<file path="src/rtl/moore_pattern_tx.sv">
// Moore-style serial pattern transmitter: sends a latched pattern MSB first, `reps` times per burst.
// Optional inter-repetition gap cycle is compiled in with `define MOORE_PATTERN_TX_GAP_EN.
module moore_pattern_tx #(
  parameter int unsigned      PAT_W   = 4,
  parameter int unsigned      CNT_W   = 4,
  parameter logic [PAT_W-1:0] DEF_PAT = PAT_W'(4'b1010)
) (
  input  logic             clk,
  input  logic             reset,
  input  logic             start,
  input  logic [PAT_W-1:0] pat,
  input  logic [CNT_W-1:0] reps,
  output logic             dout,
  output logic             valid,
  output logic             busy,
  output logic             done
);

  localparam int unsigned    IdxW   = (PAT_W > 1) ? $clog2(PAT_W) : 1;
  localparam logic [IdxW-1:0] IdxTop = IdxW'(PAT_W - 1);

  typedef enum logic [1:0] {
    StIdle  = 2'd0,
    StShift = 2'd1,
`ifdef MOORE_PATTERN_TX_GAP_EN
    StGap   = 2'd2,
`endif
    StDone  = 2'd3
  } state_e;

  state_e           state_q, state_d;
  logic [PAT_W-1:0] pat_q, pat_d;
  logic [CNT_W-1:0] rep_q, rep_d;
  logic [IdxW-1:0]  idx_q, idx_d;
  logic             dout_d, valid_d, busy_d, done_d;

  always_comb begin
    state_d = state_q;
    pat_d   = pat_q;
    rep_d   = rep_q;
    idx_d   = idx_q;
    unique case (state_q)
      StIdle: begin
        if (start && (reps != '0)) begin
          state_d = StShift;
          pat_d   = (pat == '0) ? DEF_PAT : pat;
          rep_d   = reps;
          idx_d   = IdxTop;
        end
      end
      StShift: begin
        if (idx_q == '0) begin
          idx_d = IdxTop;
          rep_d = rep_q - CNT_W'(1);
          if (rep_q == CNT_W'(1)) begin
            state_d = StDone;
          end else begin
`ifdef MOORE_PATTERN_TX_GAP_EN
            state_d = StGap;
`else
            state_d = StShift;
`endif
          end
        end else begin
          idx_d = idx_q - IdxW'(1);
        end
      end
`ifdef MOORE_PATTERN_TX_GAP_EN
      StGap:   state_d = StShift;
`endif
      StDone:  state_d = StIdle;
      default: state_d = StIdle;
    endcase
  end

  // Outputs are decoded from the next state and registered, so they follow state with no comb path.
  always_comb begin
    dout_d  = 1'b0;
    valid_d = 1'b0;
    busy_d  = 1'b0;
    done_d  = 1'b0;
    if (state_d == StShift) begin
      dout_d  = pat_d[idx_d];
      valid_d = 1'b1;
      busy_d  = 1'b1;
    end
`ifdef MOORE_PATTERN_TX_GAP_EN
    if (state_d == StGap) begin
      busy_d = 1'b1;
    end
`endif
    if (state_d == StDone) begin
      done_d = 1'b1;
    end
  end

  always_ff @(posedge clk) begin
    if (!reset) begin
      state_q <= StIdle;
      pat_q   <= '0;
      rep_q   <= '0;
      idx_q   <= '0;
      dout    <= 1'b0;
      valid   <= 1'b0;
      busy    <= 1'b0;
      done    <= 1'b0;
    end else begin
      state_q <= state_d;
      pat_q   <= pat_d;
      rep_q   <= rep_d;
      idx_q   <= idx_d;
      dout    <= dout_d;
      valid   <= valid_d;
      busy    <= busy_d;
      done    <= done_d;
    end
  end

endmodule

</file>
<file path="config.mk">
export PLATFORM = sky130hd
export DESIGN_NAME = moore_pattern_tx
export DESIGN_NICKNAME = d
export VERILOG_FILES = /design/src/rtl/moore_pattern_tx.sv
export SDC_FILE = /design/constraint.sdc
export NUM_CORES = 1
export LEC_CHECK = 0
export ABC_AREA = 1
export CORE_AREA = 5 5 51 53
export DETAILED_ROUTE_END_ITERATION = 10
export DIE_AREA = 0 0 56 58
export GPL_TIMING_DRIVEN = 0
export PLACE_DENSITY_LB_ADDON = 0.12
export SYNTH_ARGS = -nofsm -noshare
export SYNTH_HDL_FRONTEND = slang
export SYNTH_SLANG_ARGS = --single-unit
</file>
<file path="constraint.sdc">
create_clock -name clk -period 2.8 [get_ports clk]
set_input_delay 0.28 -clock clk [delete_from_list [all_inputs] [get_ports clk]]
set_output_delay 0.28 -clock clk [all_outputs]
set_load 0.02 [all_outputs]
</file>
Word-level counts from Yosys, hierarchy flattened
Cells that the tools add are included.

Word-level logic and storage cells: 41. Bits in registers: 15. Input bits: 11.

Equal/unequal tests: 6. Mux-type cells: 17. Add/subtract/negate cells: 2. Order comparisons: 1. Reduce and logical (&&, ||, !) cells: 8.

Operator list (number): 4-bit 2-to-1 mux (5); 2-bit 2-to-1 mux (5); 2-bit case mux with 2 select lines (2); 4-bit case mux with 2 select lines (1); 2-bit by 1-bit equality test with 1-bit output (second input constant) (2); 4-bit by 1-bit equality test with 1-bit output (second input constant) (1); 2-bit zero test (2); 4-bit zero test (1); 2-bit inequality test (second input constant) (2); 4-bit nonzero test (1); 4-bit by 1-bit subtractor with 4-bit output (second input constant) (1); 2-bit by 3-bit less-than comparator with 1-bit output (second input constant) (1); 1-bit 2-to-1 mux (3); 3-bit AND reduction (1); 1-bit binary-select mux with 2-bit select (1); 2-bit equality test (second input constant) (1); 2-bit AND reduction (1); 2-bit nonzero test (1); 2-bit by 1-bit subtractor with 2-bit output (second input constant) (1); 1-bit logical AND (1).

Longest topological paths before layout
Depth in word-level cells: 6. Mapped depth: 11. Gate-level depth less buffers: 11.

Least setup slack after synthesis
OpenSTA, ideal clock, no wires.

Kind: reg2reg. Start: register idx_q[0]. End: register dout. Required time: 2684 ps. Cell stages (with the launch flop): 11. Setup time: 116 ps. Path buffers: 0. Data arrival time: 1172 ps. Setup slack: 1512 ps. Cells stage by stage: dfxtp_1 > inv_1 > ha_1 > inv_1 > nand2_1 > nand2_1 > nand3_1 > nor2_1 > nand2_1 > nand3_1 > a21oi_1.

Cells in the longest elaborated chain, start to end: 5. Elaborated cells on any way between the ends: 11. Classes of those cells: add/sub (1); eq/ne (1); mux (7); reduce/logical (2).

RTL lines: start, declared (line 34) `logic [IdxW-1:0] idx_q, idx_d;`; start signal, assigned (line 111) `idx_q <= idx_d;`; 2-bit by 1-bit subtractor with 2-bit output / 2-bit zero test (equally long branches) (line 65, 52); 2-bit 2-to-1 mux (line 52) `if (idx_q == '0) begin`; 2-bit case mux with 2 select lines (line 42) `unique case (state_q)`; 1-bit binary-select mux with 2-bit select / 2-bit by 1-bit equality test with 1-bit output (equally long branches) (line 83, 82); 1-bit 2-to-1 mux (not written as such) / 2-bit AND reduction (equally long branches); end signal, assigned (line 112) `dout <= dout_d;`; end, declared (line 13) `output logic dout,`.

Parallel ways exist; a longest one is shown, timed or not. The select of a mux whose other input is x is not followed. A chain may end at the register's enable or synchronous reset.

==> impl_metrics.yaml <==
status:
  status: "complete, no violations"
pwr:
  p_per_area_nw_per_um2: 519
  irDropWorstVdd_mv: 0.312
  p_leak_nw: 0.475
final_layout:
  seqCellArea_um2: 300
  antenna_cells_inserted: 0
  area_growth_pct: 25.4
  fillers: 219
  nets: 149
  multi_input_area_um2: 393
  fin_cells: 162
  drive_above_1_share: 0.104
synth:
  synthSimpleGateAreaFrac: 0.298
  synth-edff-count: 0
  async_flop_share: 0
  synth-adder-area-share: 0.0472
  netlist_area_um2: 795
  netlist.area_leader.share: 0.378
  yosysWarnings: 0
  ys_types: 19
  synth_compound_gate_area_share: 0.150
  ys_seq_elements: 15
  synth.avg_cell_area_um2: 6.85
  ys_seq_area_frac: 0.378
  synth_fp_nets: 130
  synth_top_family_by_area: "simple AND/OR/NAND/NOR gates"
  synth_commonest_cells: "25 x nand2_1, 18 x inv_1, 15 x dfxtp_1, 14 x nor2_1, 11 x a21oi_1"
  synth_mux_area_frac: 0
  ys.flop_type: "dfxtp_1"
  synth_xor_area_frac: 0
  synth_most_common_cell: "nand2_1"
  yosysTopAreaCell: "dfxtp_1"
  synth_area_leaders: "dfxtp_1 38%, nand2_1 12%, inv_1 8.5%, a21oi_1 6.9%, nor2_1 6.6%"
  syn-instance-count: 116
cts:
  htree_levels: 1
  cts_setup_buffers: 0
  numCtsBuffers: 3
  cts_hold_buf: 0
  cts_buffer_depth: 2
  cts_tree: "done"
  root_buffer: "clkbuf_4"
  postCtsResizedCells: 0
  clk_pin_slew_ns: 0.08
  clock_sinks: 15
  clk_latency_ns: 0.29
placed_design:
  dp_cells: 158
  port_buffers: 14
  gp_congestion: 0.796
  dp_hpwl_um: 1250
global_route:
  grt_pass1_vias: 669
  grt_max_degree: 11
  grt_first_pass_wirelength_um: 2730
  antenna_found_initial: 0
  gr-usage-all-layers: 0.106
  overflow: 0
sta:
  worst_hold_slack_ns: 0.476
  post-route-min-period_ns: 1.58
  final.setup.tns_ns: 0
  tightest_slew_ns: 0.292
  rsz0062_at_grt: "false"
  skew_ns: 0.00397
  setup_viol: 0
  slew_viol_final: 0
  hold_viol_final: 0
  fin_crit_sh: 0.565
  slew_headroom: 0.805
  clock.fmax_mhz: 632
die:
  die_w_um: 56
  core_area_um2: 2110
  pin_count: 15
  num_rows: 17
  initial_core_util: 0.377
  die_h_um: 58
  die-area_um2: 3250
run:
  max-cap-violations: 0
setup_path:
  cp_data_required_time_ns: 2.52
  slowest_delay_ns: 0.59
  critical_path_class: "reg2out"
  critPathSlowestCell: "clkdlybuf4s50_1"
  endpoint_kind: "output pin"
  path_cells: "buf_4 -> clkdlybuf4s50_1"
  worstPathMaxFanout: 2
  cp.arrival_ns: 1.30
  critPathLaunchType: "flop"
route:
  num_vias: 721
  firstDrtPassIters: 3
  drtIter0Drc: 9
  ant_nets: 0
  wirelength_um: 1540
  wl_per_cell_um: 9.49
  vias_per_cell: 4.45
  drc: 0
min_path:
  hold_path.class: "reg2reg"
## worst paths after layout
path / startpoint / to / slack [ns] / cells after the start
setup / recovery: busy / valid / 1.22 / 2
hold / removal: pat_q[1] / pat_q[1] / 0.48 / 2
setup reg to reg: idx_q[0] / dout / 1.38 / 10
hold reg to reg: pat_q[1] / pat_q[1] / 0.48 / 2
## stage by stage
step	area [µm²]	power (mW)	setup slack, ns	util
after floorplan	795	0.353	1.51	-
after global placement	970	0.398	1.09	0.460
after detailed placement	970	0.399	1.08	0.460
after CTS	996	0.525	1.20	0.473
after global routing	996	0.559	1.16	0.473
final	996	0.517	1.22	0.473
## area by class of cell
cell class | count | share of cell area
Buffer | 2 | 0.0188
Clock buffer | 4 | 0.0264
Inverter | 22 | 0.0829
Multi-Input combinational cell | 77 | 0.394
Sequential cell | 15 | 0.302
Tap cell | 28 | 0.0352
Timing Repair Buffer | 14 | 0.141
## report_power, final
| group | internal [mW] | switching [mW] | total [mW] |
|---|---|---|---|
| Sequential | 0.234 | 0.0116 | 0.246 |
| Clock | 0.0555 | 0.0693 | 0.125 |
| Combinational | 0.0643 | 0.0827 | 0.147 |
| Total | 0.354 | 0.164 | 0.517 |
## critical path: cells and delay by family, from the launching register on
kind | cells | cell delay [ns]
buf+inv | 2 | 0.69
flops | 1 | 0.33
## logic make-up after synthesis
family          Yosys count
compound gates           22
fa+ha+maj                 3
buf+inv                  24
flops                    15
simple gates             52
## registers in the layout, summed over array words and instances, names as in the netlist
| name | count |
|---|---|
| idx_q | 2 |
| state_q | 2 |
| dout | 1 |
| pat_q | 4 |
| busy | 1 |
| rep_q | 4 |
| done | 1 |
## layout by cell type, fill, tap and decap left out, drive strengths merged
cell type      count
ha                 3
dfxtp             15
inv               21
a21oi             11
o21ai             10
nand3              7
nand4              3
buf                2
nor2              16
a31oi              1
clkdlybuf4s50     14
clkinv             1
clkbuf             4
nand2             26
## layer usage
layer,part of all wire,GRT usage
met1,0.47,0.123
met2,0.48,0.177
met3,0.035,0.0423
met4,0.016,0.0407
met5,0,0
Power figures use the tool's default switching activity.
